<file path="config.mk">
export PLATFORM = sky130hd
export DESIGN_NAME = dpu_sprite_engine
export DESIGN_NICKNAME = d
export VERILOG_FILES = /design/src/rtl/dpu_sprite_engine.sv
export SDC_FILE = /design/constraint.sdc
export NUM_CORES = 1
export LEC_CHECK = 0
export BUFFER_PORTS_ARGS = -buffer_cell sky130_fd_sc_hd__buf_2
export CAP_MARGIN = 5
export CORE_AREA = 2 2 418 420
export DETAILED_ROUTE_END_ITERATION = 16
export DIE_AREA = 0 0 420 422
export PLACE_DENSITY = 0.35
export SLEW_MARGIN = 20
export SYNTH_ARGS = -nofsm -noshare
export SYNTH_HDL_FRONTEND = slang
export SYNTH_SLANG_ARGS = --single-unit
</file>
<file path="constraint.sdc">
create_clock -name clk -period 12.4 [get_ports clk]
set_input_delay 2.48 -clock clk [delete_from_list [all_inputs] [get_ports clk]]
set_output_delay 2.48 -clock clk [all_outputs]
set_load 0.005 [all_outputs]
</file>
<file path="src/rtl/dpu_sprite_engine.sv">
// Sprite overlay engine: raster timing counters, double-buffered sprite registers, fixed-priority compositing.
// Latency: every output is registered exactly one cycle after the raster counter state it describes.
// Backpressure: cfg_ready drops only on the vblank commit cycle and during reset; other writes always land.
module dpu_sprite_engine #(
    parameter int H_ACTIVE = 640,
    parameter int H_FP     = 16,
    parameter int H_SYNC   = 96,
    parameter int H_BP     = 48,
    parameter int V_ACTIVE = 480,
    parameter int V_FP     = 10,
    parameter int V_SYNC   = 2,
    parameter int V_BP     = 33,
    parameter int NUM_SPR  = 4,
    parameter int SPR_W    = 16,
    parameter int SPR_H    = 16,
    parameter int COORD_W  = 11,
    parameter int COLOR_W  = 8,
    parameter logic [COLOR_W-1:0] BG_COLOR = '0,
    parameter bit SYNC_POL = 1'b0,
    parameter bit Y_INVERT = 1'b0,
    parameter int Y_BASE   = 500,
    localparam int IDX_W   = (NUM_SPR > 1) ? $clog2(NUM_SPR) : 1
) (
    input  logic                              clk,
    input  logic                              rst,
    input  logic                              cfg_valid,
    output logic                              cfg_ready,
    input  logic [IDX_W-1:0]                  cfg_idx,
    input  logic [COORD_W-1:0]                cfg_x,
    input  logic [COORD_W-1:0]                cfg_y,
    input  logic                              cfg_en,
    input  logic                              cfg_flip,
    input  logic [COLOR_W-1:0]                cfg_color,
    input  logic [NUM_SPR*SPR_H*SPR_W-1:0]    sprite_bitmap,
    output logic                              hsync,
    output logic                              vsync,
    output logic [COLOR_W-1:0]                color,
    output logic                              at_display,
    output logic                              frame_start,
    output logic [7:0]                        frame_cnt
);
    localparam int H_TOTAL = H_ACTIVE + H_FP + H_SYNC + H_BP;
    localparam int V_TOTAL = V_ACTIVE + V_FP + V_SYNC + V_BP;
    localparam int DW      = COORD_W + 1;
    localparam int RW      = $clog2(SPR_H);
    localparam int CW      = $clog2(SPR_W);
    localparam int BW      = $clog2(NUM_SPR * SPR_H * SPR_W);
    localparam logic signed [DW-1:0] SW_S = DW'(SPR_W);
    localparam logic signed [DW-1:0] SH_S = DW'(SPR_H);

    typedef struct packed {
        logic               en;
        logic               flip;
        logic [COORD_W-1:0] x;
        logic [COORD_W-1:0] y;
        logic [COLOR_W-1:0] color;
    } spr_t;

    logic [COORD_W-1:0] hcnt, vcnt;
    spr_t               shadow [NUM_SPR];
    spr_t               active [NUM_SPR];
    logic               commit, wr, idx_ok, in_act, hs_raw, vs_raw, frame_pos, seen_first;
    logic [COLOR_W-1:0] pix;

    assign commit    = (hcnt == '0) && (vcnt == COORD_W'(V_ACTIVE));
    assign frame_pos = (hcnt == '0) && (vcnt == '0);
    assign cfg_ready = !rst && !commit;
    assign idx_ok    = int'(cfg_idx) < NUM_SPR;
    assign wr        = cfg_valid && cfg_ready && idx_ok;
    assign in_act    = (hcnt < COORD_W'(H_ACTIVE)) && (vcnt < COORD_W'(V_ACTIVE));
    assign hs_raw    = (hcnt >= COORD_W'(H_ACTIVE + H_FP)) && (hcnt < COORD_W'(H_ACTIVE + H_FP + H_SYNC));
    assign vs_raw    = (vcnt >= COORD_W'(V_ACTIVE + V_FP)) && (vcnt < COORD_W'(V_ACTIVE + V_FP + V_SYNC));

    always_ff @(posedge clk) begin
        if (rst) begin
            hcnt <= '0;
            vcnt <= '0;
        end else if (hcnt == COORD_W'(H_TOTAL - 1)) begin
            hcnt <= '0;
            vcnt <= (vcnt == COORD_W'(V_TOTAL - 1)) ? '0 : vcnt + 1'b1;
        end else begin
            hcnt <= hcnt + 1'b1;
        end
    end

    // Commit and write never share a cycle because cfg_ready is low on commit.
    always_ff @(posedge clk) begin
        if (rst) begin
            for (int s = 0; s < NUM_SPR; s++) begin
                shadow[s] <= '0;
                active[s] <= '0;
            end
        end else begin
            if (wr) begin
                shadow[cfg_idx] <= '{en: cfg_en, flip: cfg_flip, x: cfg_x, y: cfg_y, color: cfg_color};
            end
            if (commit) begin
                active <= shadow;
            end
        end
    end

    // Walk from the highest index down so the lowest-index hit is the last writer.
    always_comb begin
        logic [COORD_W-1:0]    y_eff;
        logic signed [DW-1:0]  dx, dy;
        logic [CW-1:0]         col;
        logic [RW-1:0]         row;
        logic [BW-1:0]         bidx;
        pix   = BG_COLOR;
        y_eff = '0;
        dx    = '0;
        dy    = '0;
        col   = '0;
        row   = '0;
        bidx  = '0;
        for (int s = NUM_SPR - 1; s >= 0; s--) begin
            y_eff = Y_INVERT ? COORD_W'(Y_BASE) - active[s].y : active[s].y;
            dx    = $signed({1'b0, hcnt}) - $signed({1'b0, active[s].x});
            dy    = $signed({1'b0, vcnt}) - $signed({1'b0, y_eff});
            col   = active[s].flip ? CW'(SPR_W - 1) - dx[CW-1:0] : dx[CW-1:0];
            row   = dy[RW-1:0];
            bidx  = BW'((s * SPR_H + int'(row)) * SPR_W + int'(col));
            if (active[s].en && !dx[DW-1] && (dx < SW_S) && !dy[DW-1] && (dy < SH_S)
                && sprite_bitmap[bidx]) begin
                pix = active[s].color;
            end
        end
    end

    always_ff @(posedge clk) begin
        if (rst) begin
            color       <= '0;
            at_display  <= 1'b0;
            hsync       <= !SYNC_POL;
            vsync       <= !SYNC_POL;
            frame_start <= 1'b0;
            frame_cnt   <= '0;
            seen_first  <= 1'b0;
        end else begin
            color       <= in_act ? pix : '0;
            at_display  <= in_act;
            hsync       <= hs_raw ? SYNC_POL : !SYNC_POL;
            vsync       <= vs_raw ? SYNC_POL : !SYNC_POL;
            frame_start <= frame_pos;
            if (frame_pos) begin
                seen_first <= 1'b1;
                if (seen_first) begin
                    frame_cnt <= frame_cnt + 8'd1;
                end
            end
        end
    end
endmodule

</file>
==> results by group, run 1 <==
Outcome
  – Status: finished, final reports clean

STA
  – Fin. Hold Viols: 0
  – Pins Over Slew Limit: 0
  – Slew HR: between 20 and 30%
  – Min Tclk post-route: 6.36 ns
  – Worst Hold Slack: 0.443 ns
  – Final period util: around half
  – Setup TNS: 0 ns
  – Final setup viols: 0
  – Slew @ Worst Pin: 1.07 ns
  – RSZ-0062 raised after global routing: no
  – Fmax: 157 MHz
  – Skew final: 0.0317 ns

Pwr
  – Overall Power: 3180 µW
  – Worst VDD drop: 0.0000881 V
  – Pwr dens: 87.0 nW/µm²
  – Leak: 0.0142 µW

Synthesis
  – Synth Area in Adders: about 4.8%
  – Synth top area share: 26.4%
  – Yosys top cell by area: mux4_2
  – Syn_nets: about 4400
  – Most frequent cell after synthesis: nand2_1
  – Mapped Avg Cell Area: 8.56 µm²
  – Post-synth EDFFs: 0
  – Ranking of synthesized cells by area: mux4_2, dfxtp_1, nand2_1
  – Register bit total from synthesis: 299
  – Post-synthesis compound-gate area fraction: 12.6%
  – Post-synthesis sequential area ratio: 21.9%
  – Post-Syn Area: 27300 µm²
  – Synth Flop Type: dfxtp_1
  – Mux share of post-synthesis cell area: 30.2%
  – Largest family of logic cells by synthesized area: multiplexers
  – Gate Count Post-Synth: 3189
  – Leading cell types by count after synthesis: nand2_1, mux4_2, a21oi_1, dfxtp_1, nand3_1
  – Xor/xnor share of the synthesized area: around 3.2%
  – Distinct cells, synth: 81
  – Async SR Flop Fraction: 0%
  – Simple-gate share of the synthesized area: 21.5%
  – Synth warn: 0

Layout
  – Area growth syn-to-layout: 33.8%
  – Fin cells: 6495
  – Fill cell count: roughly 20000
  – Area of the multi-input gates: 20000 µm²
  – Register Area: 5990 µm²
  – Util after Layout: roughly a fifth
  – Final net count: 5282
  – Layout cells sized above 1: 38.0%

Min path
  – Worst Hold Class: flip-flop to flip-flop

Placed design
  – Port bufs: 1081
  – Hpwl dp: roughly 120000 µm
  – # placed instances: 6402
  – Placer Congestion: 0.919

Clocking
  – Root Buffer: clkbuf_16
  – Hold_buf cts: 0
  – Sink Count: 299
  – CTS tree: done
  – H-Tree Depth: 2
  – Worst-path clk slew: 0.06 ns
  – Total CTS buffers: 40
  – Post-CTS Setup Repair Bufs: 0
  – Maximum buffer depth of the clock tree: 3
  – Clk_lat worst skew: 0.57 ns
  – PostCTS Resize Cnt: 0

Setup path
  – CP startpoint kind: flip-flop
  – CP arrival: 6.88 ns
  – Kind of critical path: flip-flop to flip-flop
  – Nature of the critical path endpoint: flip-flop
  – Worst Path Required: 12.91 ns
  – CP max FO: 57

Global routing
  – First-pass GRT wire length: roughly 210000 µm
  – Congestion Overflow GR: 0
  – Vias in the first global route: ~28000
  – Initial antenna violation count: 47
  – Largest net degree at the start of global routing: approximately 110
  – Total GRT Usage: 15.7%

Routing
  – Final wirelength: about 150000 µm
  – # DRC: 0
  – Vias: 28996
  – Vias per Instance: around 4.5
  – Starting DRT DRC Count: 1657
  – Routed Antenna Nets: 0
  – Post-DR wirelength/cell: 22.6 µm
  – Drt first pass iters: 5

Die
  – Initial core utilization: 15.8%
  – Die extent in y: roughly 420 µm
  – Core Area: 173000 µm²
  – Rows: 153
  – Die ar.: 177000 µm²
  – Chip width: 420 µm
  – I/O Pins: 1082

Run
  – Max Cap Viol: 0
==> flip-flops by register name, summed over array words and instances, names as in the netlist <==
name / flops
vsync: 1
seen_first: 1
vcnt: 11
color: 8
shadow: 128
hsync: 1
hcnt: 11
at_display: 1
frame_start: 1
frame_cnt: 8
active: 128
==> cell families after synthesis <==
kind of cell,Yosys count
simple gates,1349
compound gates,569
mux,423
buf+inv,367
flops,299
fa+ha+maj,101
xor+xnor,81
==> final timing paths <==
kind,from,endpoint,slack (ns),cells after the start
worst min register to register,shadow[98],active[98],0.44,2
worst min-delay path,shadow[98],active[98],0.44,2
worst max register to register,hcnt[0],color[7],6.04,16
worst max-delay path,hcnt[0],color[7],6.04,16
==> where the power goes <==
| part | total [µW] | internal, µW | leakage, µW | switching, µW |
|---|---|---|---|---|
| Clock | 1190 | 706 | 0.000661 | 487 |
| Combinational | 1010 | 495 | 0.0111 | 511 |
| Sequential | 981 | 972 | 0.00241 | 8.92 |
==> per-stage QoR <==
| stage | setup WS, ns | area (µm²) |
|---|---|---|
| final | 6.04 | 36600 |
| after global routing | 5.51 | 36500 |
| after CTS | 5.79 | 36500 |
| after detailed placement | 5.83 | 35100 |
| after global placement | 5.90 | 35100 |
| after floorplan | 7.28 | 27300 |
==> area by class of cell <==
type	count	area share [%]
antenna	20	0.137
clock buffer	52	3.08
clock inverter	20	0.575
inverter	130	1.33
multi-input combinational	2523	54.7
sequential	299	16.4
tap	2325	7.96
timing repair buffer	1126	15.8
==> worst max-delay path, cell delays in order, from the launching register on <==
cell and delay, ns:
dfxtp_1 0.37, inv_1 0.63, ha_4 0.24, inv_1 0.05, fa_4 1.23, buf_4 0.81, mux4_2 0.60, mux4_2 0.47
nand2_1 0.08, o21ai_0 0.15, o2bb2ai_1 0.19, a22oi_1 0.19, a31oi_1 0.30, nand2b_1 0.30, nor2_2 0.34, a22o_1 0.18
a21o_1 0.09
==> layout by cell type (no fill, tap or decap), types with 20 or more instances in the layout <==
cell type	synthesis	final
clkbuf_16	0	40
ha_1	93	90
a211oi_1	23	23
nor2_1	105	104
mux2i_1	88	84
buf_2	53	1080
nor3_1	33	32
a21oi_1	318	318
dfxtp_1	299	298
diode_2	0	20
nand4_1	63	63
nand2_1	853	851
buf_4	23	44
xor2_1	36	30
nand3_1	163	163
mux4_2	320	320
inv_1	129	129
o21ai_0	47	47
and3_1	23	22
xnor2_1	33	31
==> layer usage <==
metal / vias to the layer above / part of all wire, % / GRT usage (%) / routed length [µm]
met5: - / 0.067 / 0 / 99
met4: 14 / 1.9 / 3.34 / 2740
met3: 152 / 4.0 / 1.76 / 5910
met2: 738 / 48 / 26.3 / 71100
met1: 14531 / 46 / 21.5 / 66900
li1: 13561 / - / - / -
No activity file was read; power rests on OpenSTA's default activity.
==> inputs of run 2 (changes only) <==
- ABC_AREA: default -> 1
- CORE_AREA: 2 2 418 420 -> 2 2 417 419
- DIE_AREA: 0 0 420 422 -> 0 0 419 421
- PLACE_DENSITY: 0.35 -> 0.34
- clock period: 12.4 -> 6.25 ns (I/O delays scaled with it)
==> results by group, run 2 <==
Routing
  – Routed Antenna Nets: 0 (unchanged)
  – Vias per Instance: 4.19 (-6.2%)
  – Post-DR wirelength/cell: 18.4 µm (-18%)
  – # DRC: 0 (unchanged)
  – Drt first pass iters: 7 (+2)
  – Starting DRT DRC Count: 1935 (+17%)
  – Vias: 32871 (+13%)
  – Final wirelength: 145000 µm (-1.4%)

STA
  – Pins Over Slew Limit: 0 (unchanged)
  – Skew final: 0.0308 ns (-0.000996 ns)
  – Setup TNS: 0 ns (unchanged)
  – Fin. Hold Viols: 0 (unchanged)
  – Fmax: 212 MHz (+35%)
  – RSZ-0062 raised after global routing: no
  – Final setup viols: 0 (unchanged)
  – Min Tclk post-route: 4.72 ns (-1.64 ns)
  – Final period util: 75.5% (+24 points)
  – Worst Hold Slack: 0.441 ns (-0.00125 ns)
  – Slew @ Worst Pin: 1.04 ns (-0.0278 ns)
  – Slew HR: 30.3% (+1.5 points)

Clocking
  – CTS tree: done
  – Clk_lat worst skew: 0.57 ns (about the same)
  – Sink Count: 299 (unchanged)
  – Root Buffer: clkbuf_16
  – PostCTS Resize Cnt: 0 (unchanged)
  – H-Tree Depth: 2 (unchanged)
  – Maximum buffer depth of the clock tree: 3 (unchanged)
  – Worst-path clk slew: 0.06 ns (about the same)
  – Post-CTS Setup Repair Bufs: 0 (unchanged)
  – Hold_buf cts: 0 (unchanged)
  – Total CTS buffers: 40 (unchanged)

Synthesis
  – Most frequent cell after synthesis: nand2_1
  – Mapped Avg Cell Area: 5.70 µm² (-33%)
  – Post-Syn Area: 26200 µm² (-4.2%)
  – Leading cell types by count after synthesis: nand2_1, nand3_1, inv_1, dfxtp_1, a21oi_1
  – Mux share of post-synthesis cell area: 0% (-30 points)
  – Register bit total from synthesis: 299 (unchanged)
  – Post-synthesis compound-gate area fraction: 13.0% (+0.33 points)
  – Synth Area in Adders: 5.06% (+0.21 points)
  – Xor/xnor share of the synthesized area: 2.16% (-1.0 points)
  – Post-synthesis sequential area ratio: 22.9% (+0.96 points)
  – Syn_nets: 5749 (+32%)
  – Synth Flop Type: dfxtp_1
  – Post-synth EDFFs: 0 (unchanged)
  – Yosys top cell by area: nand2_1
  – Largest family of logic cells by synthesized area: simple AND/OR/NAND/NOR gates
  – Async SR Flop Fraction: 0% (unchanged)
  – Ranking of synthesized cells by area: nand2_1, dfxtp_1, nand3_1
  – Gate Count Post-Synth: 4587 (+44%)
  – Synth warn: 0 (unchanged)
  – Distinct cells, synth: 53 (-35%)
  – Synth top area share: 25.1% (-1.3 points)
  – Simple-gate share of the synthesized area: 46.0% (+24 points)

Setup path
  – Worst Path Required: 6.70 ns (-6.21 ns)
  – Worst Reg2Reg Path Length in Cells: 19 (+3)
  – Top cell by count, worst path: nand3_1
  – Kind of critical path: flip-flop to flip-flop
  – Nature of the critical path endpoint: flip-flop
  – Largest delay share family, worst path: buffers and inverters
  – Slowest stage delay, CP: 0.72 ns (-0.51 ns)
  – CP Depth: 19 (+3)
  – CP arrival: 5.17 ns (-1.71 ns)
  – Buf+Inv Stages, Crit Path: 4 (+1)
  – Worst-path cell chain: inv_1, ha_1, inv_1, fa_1, xnor2_4, clkinv_2, buf_4, nand3_1, nand2_1, nand2_1, nand3_1, nand3_1, nand3_1, nand3_1, nand2_2, a21oi_4, nand4_4, o21ai_0, a21oi_1
  – CP startpoint kind: flip-flop
  – CP max-delay cell: clkinv_2
  – CP max FO: 57 (unchanged)

Die
  – Core Area: 172000 µm² (-0.22%)
  – Chip width: 419 µm (-0.24%)
  – Rows: 153 (unchanged)
  – Die ar.: 176000 µm² (-0.47%)
  – Die extent in y: 421 µm (-0.24%)
  – Initial core utilization: 15.2% (-0.63 points)
  – I/O Pins: 1082 (unchanged)

Pwr
  – Leak: 0.0169 µW (+19%)
  – Switching portion of total power: 34.6% (+2.9 points)
  – Internal power: 4130 µW (+90%)
  – Psw: 2180 µW (+120%)
  – Clock share of power: 38.0% (+0.5 points)
  – Pwr dens: 179 nW/µm² (+110%)
  – Comb pwr share: 31.0% (-0.6 points)
  – Worst VDD drop: 0.000165 V (+87%)
  – Overall Power: 6310 µW (+99%)
  – Sequential share of power: 31.0% (+0.2 points)

Placed design
  – # placed instances: 7763 (+21%)
  – Placer Congestion: 0.898 (-2.3%)
  – Hpwl dp: 116000 µm (-0.38%)
  – Dpl cell area: 33800 µm² (-3.9%)
  – Port bufs: 1081 (unchanged)

Layout
  – Finished Cell Area: 35200 µm² (-3.7%)
  – Final net count: 6643 (+26%)
  – Fin cells: 7850 (+21%)
  – Most frequent cells in the layout: nand2_1, buf_2, nand3_1
  – Top flop regs: active (128), shadow (128)
  – Area growth syn-to-layout: 34.5%
  – Layout cells sized above 1: 22.7% (-15 points)
  – Commonest non-fill, non-tap cell in the layout: nand2_1

Global routing
  – Initial antenna violation count: 35 (-26%)
  – Largest net degree at the start of global routing: 89 (-16%)
  – Vias in the first global route: 31660 (+11%)
  – First-pass GRT wire length: 208000 µm (+1.2%)
  – Total GRT Usage: 15.5% (-0.18 points)
  – Congestion Overflow GR: 0 (unchanged)

Min path
  – WHS Path Cells: 2 (unchanged)
  – Worst Hold Class: flip-flop to flip-flop

Run
  – Max Cap Viol: 0 (unchanged)

Outcome
  – Status: finished, final reports clean
==> run 2: cell types whose count changed after synthesis, sizes merged, moves of 17 or more <==
cell    change
nand2     +907
mux4      -320
a21oi      -79
and3       -22
nand3     +640
buf        +56
mux2i      -88
a211oi    +109
nor2       +93
nand4      -17
o21ai     +131
inv       +270
==> run 2: path summary, 6_finish.rpt <==
| path | slack (ns) | endpoint | start |
|---|---|---|---|
| worst max-delay path | 1.53 | color[2] | hcnt[0] |
| worst min-delay path | 0.44 | active[48] | shadow[48] |
| worst max register to register | 1.53 | color[2] | hcnt[0] |
| worst min register to register | 0.44 | active[48] | shadow[48] |
==> run 2: through the flow <==
| step | utilization, % | setup slack [ns] |
|---|---|---|
| CTS | 20.4 | 1.53 |
| global placement | 19.6 | 1.65 |
| detailed placement | 19.6 | 1.62 |
| global route | 20.4 | 1.16 |
| floorplan | - | 2.84 |
| finish | 20.4 | 1.53 |
==> run 2: cell families (layout without fill, tap and decap cells) <==
family / after synthesis / count (layout)
XOR/XNOR: 59 / 59
adder cells (fa/ha/maj): 101 / 101
flip-flops: 299 / 299
buffers and inverters: 684 / 1605
other: 0 / 17
AO/OA/AOI/OAI: 590 / 590
AND/OR/NAND/NOR: 2854 / 2854
==> run 2: power groups by stage <==
| stage | Sequential, µW | Clock, µW | Combinational, µW |
|---|---|---|---|
| global route | 1960 | 2560 | 2200 |
| CTS | 1960 | 2490 | 1990 |
| finish | 1960 | 2400 | 1960 |
| detailed placement | 2000 | 0 | 1980 |
| floorplan | 1990 | 0 | 1120 |
| global placement | 2000 | 0 | 1990 |
==> run 2: worst reg2reg max path, delay by kind of cell (launching register included) <==
kind / cells / cell delay (ns)
fa+ha+maj: 2 / 0.79
compound gates: 3 / 0.55
simple gates: 9 / 1.09
flops: 1 / 0.32
xor+xnor: 1 / 0.14
buf+inv: 4 / 1.69
==> run 2: final cells by class <==
class | instances | area, µm²
inverter | 400 | 1510
clock inverter | 11 | 175
sequential | 299 | 5990
timing repair buffer | 1136 | 5920
tap | 2325 | 2910
multi-input combinational | 3604 | 17500
fill | 20333 | 137000
antenna | 17 | 42.5
clock buffer | 58 | 1190
==> run 2: per-layer routing <==
metal	wire (µm)	share of wire (%)	global-route usage, %	vias to the layer above
met2	71900	50	27.5	636
li1	-	-	-	16777
met4	1780	1.2	2.50	20
met5	119	0.082	0	-
met3	5580	3.9	1.76	117
met1	65400	45	20.2	15321
==> inputs of run 3 (changes only) <==
- ABC_AREA: 1 -> 0
- CORE_AREA: 2 2 417 419 -> 2 2 421 423
- DIE_AREA: 0 0 419 421 -> 0 0 423 425
- clock period: 6.25 -> 4.9 ns (I/O delays scaled with it)
==> results by group, run 3 (synthesis gave the netlist of run 1 again) <==
Outcome
  – Status: finished, final reports clean

Routing
  – Vias: 29496 (-10%)
  – Vias per Instance: 4.44 (+5.9%)
  – Drt first pass iters: 5 (-2)
  – Starting DRT DRC Count: 1775 (-8.3%)
  – Post-DR wirelength/cell: 22.2 µm (+20%)
  – # DRC: 0 (unchanged)
  – Routed Antenna Nets: 0 (unchanged)
  – Final wirelength: 148000 µm (+2.0%)

STA
  – Setup TNS: 0 ns (unchanged)
  – Slew @ Worst Pin: 0.943 ns (-0.0975 ns)
  – Final period util: 97.8% (+22 points)
  – Skew final: 0.0385 ns (+0.00777 ns)
  – Min Tclk post-route: 4.79 ns (+0.0728 ns)
  – RSZ-0062 raised after global routing: yes
  – Fin. Hold Viols: 0 (unchanged)
  – Final setup viols: 0 (unchanged)
  – Slew HR: 37.1% (+6.8 points)
  – Pins Over Slew Limit: 0 (unchanged)
  – Worst Hold Slack: 0.430 ns (-0.0109 ns)
  – Fmax: 209 MHz (-1.5%)

Clocking
  – H-Tree Depth: 2 (unchanged)
  – Root Buffer: clkbuf_16
  – CTS tree: done
  – Worst-path clk slew: 0.06 ns (about the same)
  – Maximum buffer depth of the clock tree: 3 (unchanged)
  – Clk_lat worst skew: 0.57 ns (about the same)
  – Sink Count: 299 (unchanged)
  – Hold_buf cts: 0 (unchanged)
  – Total CTS buffers: 40 (unchanged)

Global routing
  – Total GRT Usage: 15.5% (about the same)
  – Initial antenna violation count: 38 (+8.6%)
  – First-pass GRT wire length: 208000 µm (about the same)
  – Congestion Overflow GR: 0 (unchanged)
  – Vias in the first global route: 29331 (-7.4%)
  – Largest net degree at the start of global routing: 144 (+62%)

Die
  – Chip width: 423 µm (+0.95%)
  – Core Area: 175000 µm² (+1.7%)
  – Initial core utilization: 15.6% (+0.41 points)
  – Die ar.: 180000 µm² (+1.9%)
  – Rows: 154 (+0.65%)
  – I/O Pins: 1082 (unchanged)
  – Die extent in y: 425 µm (+0.95%)

Setup path
  – Slowest stage delay, CP: 0.85 ns (+0.13 ns)
  – CP arrival: 5.25 ns (+0.08 ns)
  – Buf+Inv Stages, Crit Path: 6 (+2)
  – CP max-delay cell: fa_4
  – Worst-path cell chain: clkinvlp_4, buf_12, ha_4, inv_2, fa_4, buf_12, buf_6, mux4_2, mux4_2, mux2_4, nor2_4, a21oi_2, o311a_1, a32oi_1, buf_4, or4_4, nor2_4, a22o_1, a21o_1
  – Nature of the critical path endpoint: flip-flop
  – Worst Path Required: 5.36 ns (-1.34 ns)
  – Kind of critical path: flip-flop to flip-flop
  – CP max FO: 8 (-86%)
  – Largest delay share family, worst path: multiplexers
  – CP startpoint kind: flip-flop

Layout
  – Fill cell count: 19652 (-3.3%)
  – Area growth syn-to-layout: 39.4%
  – Layout cells sized above 1: 40.0% (+17 points)
  – Fin cells: 6650 (-15%)
  – Commonest non-fill, non-tap cell in the layout: buf_2
  – Top flop regs: active (128), shadow (128)
  – Final net count: 5427 (-18%)
  – Most frequent cells in the layout: buf_2, nand2_1, mux4_2

Run
  – Max Cap Viol: 0 (unchanged)

Placed design
  – Hpwl dp: 121000 µm (+4.8%)
  – # placed instances: 6555 (-16%)
  – Port bufs: 1081 (unchanged)
  – Placer Congestion: 0.911 (+1.4%)

Min path
  – Worst Hold Class: flip-flop to flip-flop

Pwr
  – Leak: 0.0150 µW (-11%)
  – Pwr dens: 214 nW/µm² (+19%)
  – Worst VDD drop: 0.000190 V (+15%)
## run 3: per-stage QoR
step                      utilization, %  area [µm²]  setup WS, ns  total power [µW]
final                               21.7       38100         0.108              8140
after global routing                21.7       38000       -0.0563              8530
after detailed placement            20.9       36600       -0.0829              5300
after floorplan                        -       27300         0.632              4060
after global placement              20.9       36600       -0.0467              5290
after CTS                           21.6       37900        0.0488              8240
## run 3: layer usage
metal | vias to the layer above | track usage (%) | part of all wire (%)
met5 | - | 0 | 0.052
met4 | 12 | 2.50 | 1.7
met3 | 142 | 2.53 | 5.1
met2 | 821 | 26.7 | 49
met1 | 14652 | 20.6 | 44
li1 | 13869 | - | -
## run 3: final cells by class
| type | instances | area, µm² | area share (%) |
|---|---|---|---|
| diodes | 17 | 42.5 | 0.112 |
| clock buffers | 58 | 1120 | 2.94 |
| clock inverters | 12 | 135 | 0.355 |
| inverters | 130 | 492 | 1.29 |
| multi-input cells | 2523 | 20000 | 52.7 |
| flip-flops and latches | 299 | 5990 | 15.7 |
| well taps | 2340 | 2930 | 7.69 |
| repair buffers | 1271 | 7310 | 19.2 |
## run 3: repair_timing
item,CTS,global route
gates resized for setup,3,15
pin swaps,1,12
setup endpoints to repair,8,8
buffers inserted,1,6
cloned,0,2
## run 3: where the power goes
part	internal, µW	switching (µW)	leakage [µW]
Clock	1690	1190	0.000618
Sequential	2460	16.6	0.00241
Combinational	1430	1350	0.0120
Total	5580	2560	0.0150
## run 3: path summary, 6_finish.rpt
path / slack, ns / start / cells past startpoint / endpoint
min: 0.43 / shadow[123] / 2 / active[123]
max reg2reg: 0.11 / hcnt[0] / 19 / color[7]
min reg2reg: 0.43 / shadow[123] / 2 / active[123]
max: 0.11 / hcnt[0] / 19 / color[7]
## run 3: worst reg2reg max path, stage by stage, from the launching register on
cell	delay, ns
dfxtp_2	0.33
clkinvlp_4	0.10
buf_12	0.13
ha_4	0.13
inv_2	0.03
fa_4	0.85
buf_12	0.17
buf_6	0.11
mux4_2	0.49
mux4_2	0.52
mux2_4	0.30
nor2_4	0.11
a21oi_2	0.04
o311a_1	0.35
a32oi_1	0.21
buf_4	0.18
or4_4	0.20
nor2_4	0.09
a22o_1	0.21
a21o_1	0.15
